File: config.mk
export PLATFORM = sky130hd
export DESIGN_NAME = nor_scan_ctrl_flat
export DESIGN_NICKNAME = d
export VERILOG_FILES = /design/src/rtl/nor_scan_if.sv /design/src/rtl/nor_scan_ctrl.sv /design/src/flat_wrapper.sv
export SDC_FILE = /design/constraint.sdc
export NUM_CORES = 1
export LEC_CHECK = 0
export CAP_MARGIN = 0
export CORE_MARGIN = 5
export CORE_UTILIZATION = 39
export DETAILED_ROUTE_END_ITERATION = 10
export HOLD_SLACK_MARGIN = 0.15
export PLACE_DENSITY = 0.84
export REMOVE_ABC_BUFFERS = 1
export SLEW_MARGIN = 40
export SYNTH_ARGS = -nofsm -noshare
export SYNTH_HDL_FRONTEND = slang
export SYNTH_SLANG_ARGS = --single-unit
File: constraint.sdc
create_clock -name clk_i -period 1.8 [get_ports clk_i]
set_input_delay 0.36 -clock clk_i [delete_from_list [all_inputs] [get_ports clk_i]]
set_output_delay 0.36 -clock clk_i [all_outputs]
set_load 0.01 [all_outputs]
File: src/rtl/nor_scan_if.sv
// Bundle between nor_scan_ctrl and its surroundings: the control side (start/stop,
// results) and the function under evaluation (vec out, f_in back).
//   slave  : modport used by nor_scan_ctrl
//   master : modport used by the control logic / FUE model driving it
// N_IN sets the FUE input count; the truth table is 2**N_IN bits wide.
interface nor_scan_if #(
  parameter int unsigned N_IN = 4
);
  logic                 start;
  logic                 stop;
  logic [N_IN-1:0]      vec;
  logic                 f_in;
  logic [2**N_IN-1:0]   expected;
  logic                 busy;
  logic                 done;
  logic [2**N_IN-1:0]   table_out;
  logic [N_IN:0]        mismatch_cnt;
  logic [N_IN-1:0]      first_bad;
  logic                 pass;

  modport slave (
    input  start, stop, f_in, expected,
    output vec, busy, done, table_out, mismatch_cnt, first_bad, pass
  );

  modport master (
    output start, stop, f_in, expected,
    input  vec, busy, done, table_out, mismatch_cnt, first_bad, pass
  );
endinterface

File: src/rtl/nor_scan_ctrl.sv
// Truth-table scanner: steps vec through 0 .. 2**N_IN-1, holds each value for SETTLE+1
// cycles, samples f_in on the last edge into table_out[vec], then pulses done.
// Ports:
//   clk_i  : clock, all state on rising edge
//   rst_i  : asynchronous active-high reset
//   bus    : nor_scan_if.slave (start/stop in, vec out, f_in in, expected in,
//            busy/done/table_out/mismatch_cnt/first_bad/pass out)
// Build option: define SCAN_COMPARE_EN to compare the captured table against
// bus.expected (mismatch_cnt, first_bad, pass = no mismatches). Without it,
// mismatch_cnt/first_bad are 0 and pass pulses with done.
module nor_scan_ctrl #(
  parameter int unsigned N_IN   = 4,
  parameter int unsigned SETTLE = 1
) (
  input  logic       clk_i,
  input  logic       rst_i,
  nor_scan_if.slave  bus
);

  localparam int unsigned TabW = 2**N_IN;
  localparam int unsigned CntW = (SETTLE > 1) ? $clog2(SETTLE + 1) : 1;

  typedef enum logic [1:0] {StIdle, StWait, StSample, StFinish} state_e;

  state_e            state_q, state_d;
  logic [N_IN-1:0]   vec_q, vec_d;
  logic [CntW-1:0]   cnt_q, cnt_d;
  logic [TabW-1:0]   table_q, table_d;
  logic              busy, done;

`ifdef SCAN_COMPARE_EN
  logic [N_IN:0]     mm_q, mm_d;
  logic [N_IN-1:0]   fb_q, fb_d;
  logic              pass_q, pass_d;
`endif

  // With SETTLE == 0 there is no wait phase: every cycle is a sample.
  localparam state_e StAfterLoad = (SETTLE == 0) ? StSample : StWait;

  always_comb begin
    state_d = state_q;
    vec_d   = vec_q;
    cnt_d   = cnt_q;
    table_d = table_q;
    busy    = 1'b0;
    done    = 1'b0;
`ifdef SCAN_COMPARE_EN
    mm_d    = mm_q;
    fb_d    = fb_q;
    pass_d  = pass_q;
`endif
    unique case (state_q)
      StIdle: begin
        // stop has priority over start
        if (bus.start && !bus.stop) begin
          table_d = '0;
          vec_d   = '0;
          cnt_d   = CntW'(SETTLE);
          state_d = StAfterLoad;
`ifdef SCAN_COMPARE_EN
          mm_d    = '0;
          fb_d    = '0;
          pass_d  = 1'b0;
`endif
        end
      end
      StWait: begin
        busy = 1'b1;
        if (bus.stop) begin
          state_d = StIdle;
          vec_d   = '0;
        end else if (cnt_q <= CntW'(1)) begin
          state_d = StSample;
        end else begin
          cnt_d = cnt_q - CntW'(1);
        end
      end
      StSample: begin
        busy = 1'b1;
        if (bus.stop) begin
          // abort wins over the sample on this edge; partial results are kept
          state_d = StIdle;
          vec_d   = '0;
        end else begin
          table_d[vec_q] = bus.f_in;
`ifdef SCAN_COMPARE_EN
          if (bus.f_in != bus.expected[vec_q]) begin
            mm_d = mm_q + (N_IN + 1)'(1);
            if (mm_q == '0) fb_d = vec_q;
          end
`endif
          if (&vec_q) begin
            state_d = StFinish;
`ifdef SCAN_COMPARE_EN
            // registered here so pass is already valid in the done cycle
            pass_d = (mm_d == '0);
`endif
          end else begin
            vec_d   = vec_q + N_IN'(1);
            cnt_d   = CntW'(SETTLE);
            state_d = StAfterLoad;
          end
        end
      end
      StFinish: begin
        // stop and start are both ignored here
        busy    = 1'b1;
        done    = 1'b1;
        vec_d   = '0;
        state_d = StIdle;
      end
      default: state_d = StIdle;
    endcase
  end

  always_ff @(posedge clk_i or posedge rst_i) begin
    if (rst_i) begin
      state_q <= StIdle;
      vec_q   <= '0;
      cnt_q   <= '0;
      table_q <= '0;
`ifdef SCAN_COMPARE_EN
      mm_q    <= '0;
      fb_q    <= '0;
      pass_q  <= 1'b0;
`endif
    end else begin
      state_q <= state_d;
      vec_q   <= vec_d;
      cnt_q   <= cnt_d;
      table_q <= table_d;
`ifdef SCAN_COMPARE_EN
      mm_q    <= mm_d;
      fb_q    <= fb_d;
      pass_q  <= pass_d;
`endif
    end
  end

  assign bus.vec       = vec_q;
  assign bus.busy      = busy;
  assign bus.done      = done;
  assign bus.table_out = table_q;
`ifdef SCAN_COMPARE_EN
  assign bus.mismatch_cnt = mm_q;
  assign bus.first_bad    = fb_q;
  assign bus.pass         = pass_q;
`else
  assign bus.mismatch_cnt = '0;
  assign bus.first_bad    = '0;
  assign bus.pass         = done;
`endif

endmodule

File: src/flat_wrapper.sv
// flat-port wrapper written by rule: the top's interface ports become plain ports
module nor_scan_ctrl_flat 
#(
  parameter int unsigned N_IN   = 4,
  parameter int unsigned SETTLE = 1
)
  (clk_i, rst_i, bus_start, bus_stop, bus_f_in, bus_expected, bus_vec, bus_busy, bus_done, bus_table_out, bus_mismatch_cnt, bus_first_bad, bus_pass);
  nor_scan_if #(.N_IN(N_IN)) bus_i ();
  input  logic clk_i;
  input  logic rst_i;
  input wire logic [$bits(bus_i.start)-1:0] bus_start;
  input wire logic [$bits(bus_i.stop)-1:0] bus_stop;
  input wire logic [$bits(bus_i.f_in)-1:0] bus_f_in;
  input wire logic [$bits(bus_i.expected)-1:0] bus_expected;
  output wire logic [$bits(bus_i.vec)-1:0] bus_vec;
  output wire logic [$bits(bus_i.busy)-1:0] bus_busy;
  output wire logic [$bits(bus_i.done)-1:0] bus_done;
  output wire logic [$bits(bus_i.table_out)-1:0] bus_table_out;
  output wire logic [$bits(bus_i.mismatch_cnt)-1:0] bus_mismatch_cnt;
  output wire logic [$bits(bus_i.first_bad)-1:0] bus_first_bad;
  output wire logic [$bits(bus_i.pass)-1:0] bus_pass;
  assign bus_i.start = bus_start;
  assign bus_i.stop = bus_stop;
  assign bus_i.f_in = bus_f_in;
  assign bus_i.expected = bus_expected;
  assign bus_vec = bus_i.vec;
  assign bus_busy = bus_i.busy;
  assign bus_done = bus_i.done;
  assign bus_table_out = bus_i.table_out;
  assign bus_mismatch_cnt = bus_i.mismatch_cnt;
  assign bus_first_bad = bus_i.first_bad;
  assign bus_pass = bus_i.pass;
  nor_scan_ctrl #(.N_IN(N_IN), .SETTLE(SETTLE)) u_core (.clk_i(clk_i), .rst_i(rst_i), .bus(bus_i));
endmodule
==> qor.yml, run 1 <==
dp_slack_ns: -0.0380
synth_common_cells: "dfrtp_1 (22), inv_1 (18), o22ai_1 (15)"
finalSetupTns_ns: 0
std_cell_rows: 21
clock_sinks: 22
io_buffer_count: 27
slew_viol_final: 0
ys_warn_count: 0
p_leak_nw: 0.768
crit_type: "flip-flop to primary output"
num_vias: 1259
fill_cells: 311
drive_gt1_share_pct: 20.3
gp_congestion: 0.841
synth_seq_cells: 22
layout.cells.non_filler: 233
design_area_um2: 1850
core_um2: 3390
cts_tree: "built"
fin_crit_sh_pct: 98.9
required_ns: 1.44
postPlaceCellArea_um2: 1740
grt_overflow_total: 0
place_hpwl_um: 2430
ys_seq_area_share_pct: 40.0
clk_latency_ns: 0.32
path_clk_slew_ns: 0.14
hold_viol: 0
antenna_found_initial: 0
cap_violations: 0
initial_core_util_pct: 40.6
ys.flop_type: "dfrtp_1"
first_pass_iters: 4
skew_ns: 0.00543
drc_errors: 0
netlist.top_cell.by_area: "dfrtp_1"
drt_iter0_drc: 93
htree_levels: 1
final_core_utilization_pct: 54.7
hold_path_class: "primary input to asynchronous set/reset pin"
via_per_inst: 5.40
clock.fmax_ghz: 0.561
dieArea_um2: 4820
cp-start-kind: "flip-flop"
grt_pass1_vias: 1223
worstPathMaxFanout: 4
grt_usage_pct: 13.9
root_buffer: "clkbuf_4"
async_reset_ff_share_pct: 100
path_buf_inv: 2
io_pins: 53
wl_per_cell_um: 14.9
end_kind: "primary output"
crit_slowest_cell: "clkdlybuf4s50_1"
critPathArrivalTime_ns: 1.42
max_stage_delay_ns: 0.52
synth_top_area_share_pct: 40.0
die_h_um: 69.4
crit_chain: "buf_4 > clkdlybuf4s50_1"
synth_area_um2: 1380
nets: 213
syn-instance-count: 148
critPathTopFamily: "buffers and inverters"
power_mw: 1.09
vdd_drop_max_v: 0.000293
yosysUniqueCellTypes: 33
synth.most_common_cell: "dfrtp_1"
cp.depth: 2
clk_path_buf_depth: 2
syn2layout_area_growth_pct: 34.7
outcome: "completed"
diodes: 0
setup_ws_ns: 0.0190
synth_edf_count: 0
grt_first_pass_wirelength_um: 5630
fin_hold_ws_ns: 0.367
postRouteAntennaNets: 0
drt_wl_total_um: 3470
synthTopCellsByArea: "dfrtp_1 (40%), a2111oi_0 (8.9%), o22ai_1 (6.8%)"
synth.avg_cell_area_um2: 9.30
setup_viol: 0
finalCriticalPeriod_ns: 1.78
r2r_cells: 5
numCtsBuffers: 3
p_per_area_nw_per_um2: 586
grt_max_degree: 23
die_w_um: 69.4
dpl.cell_count: 227
[worst reg2reg max path, delay by kind of cell (launching register included)]
kind,cells,cell delay [ns]
compound gates,2,0.48
simple gates,1,0.42
buf+inv,1,0.09
flops,1,0.46
fa+ha+maj,1,0.19
[logic make-up after synthesis]
logic type | share of synthesized area [%]
and+or+nand+nor | 18.2
DFF | 40.0
other | 0.272
adders and majority gates | 3.64
AOI/OAI and AO/OA | 22.7
buffers and inverters | 15.2
[routing by layer]
layer | vias up | wire (um) | track usage, %
li1 | 606 | - | -
met1 | 596 | 1460 | 18.7
met2 | 51 | 1720 | 22.8
met3 | 6 | 254 | 2.03
met4 | 0 | 40 | 4.77
met5 | - | 0 | 0
[sequential cells by signal (all words and copies together), names as in the netlist]
signal                cells
u_core.state_q            2
u_core.bus.vec            4
u_core.bus.table_out     16
[path summary, 6_finish.rpt]
check | start | end | slack [ns]
max | u_core.bus.vec[1]$_DFFE_PP0P_ | bus_vec[1] | 0.02
min | rst_i | u_core.bus.table_out[2]$_DFFE_PP0P_ | 0.37
max reg2reg | u_core.bus.vec[0]$_DFFE_PP0P_ | u_core.bus.table_out[2]$_DFFE_PP0P_ | 0.05
min reg2reg | u_core.bus.table_out[4]$_DFFE_PP0P_ | u_core.bus.table_out[4]$_DFFE_PP0P_ | 0.53
min in group clk_i | u_core.bus.table_out[4]$_DFFE_PP0P_ | u_core.bus.table_out[4]$_DFFE_PP0P_ | 0.53
max in group asynchronous | rst_i | u_core.state_q[1]$_DFFE_PP0P_ | 1.18
[final cells by class]
type	count	area, um2	area share [%]
clock buffers	3	22.5	1.21
clock inverters	1	30.0	1.62
inverters	18	67.6	3.64
multi-input cells	94	683	36.8
flip-flops and latches	22	556	30.0
well taps	46	57.6	3.10
repair buffers	49	438	23.6
[cells in the final DEF (no fill, tap or decap), drive strengths merged, types with 2 or more instances in the layout]
cell type,n
nand3b,9
a2111oi,15
buf,22
or2,3
inv,18
dfrtp,22
o21ai,3
ha,4
nand3,11
nor3b,2
dlygate4sd2,2
a21oi,4
conb,9
or3b,4
o22ai,15
nand2b,4
clkbuf,3
dlymetal6s2s,2
nand2,2
clkdlybuf4s50,23
[where the power goes]
part | leakage [nW] | total (mW) | internal (mW) | switching [mW]
Sequential | 0.299 | 0.510 | 0.502 | 0.00718
Clock | 0.0279 | 0.394 | 0.225 | 0.169
Combinational | 0.442 | 0.183 | 0.0814 | 0.101
[timing repair]
item | 4_1_cts | 5_1_grt
hold endpoints to repair | 0 | 0
endpoints found under the setup margin | 7 | 12
hold buffers | 0 | 0
resized for setup | 7 | 12
buffers inserted | 1 | 1
pin swaps | 0 | 1
Note: power is estimated with default switching activity, not from simulation.
==> run 2: changes to the inputs <==
CTS_CLUSTER_DIAMETER = 50   (was unset)
==> results of run 2 <==
Final layout, timing and power as in run 1 (identical DEF).
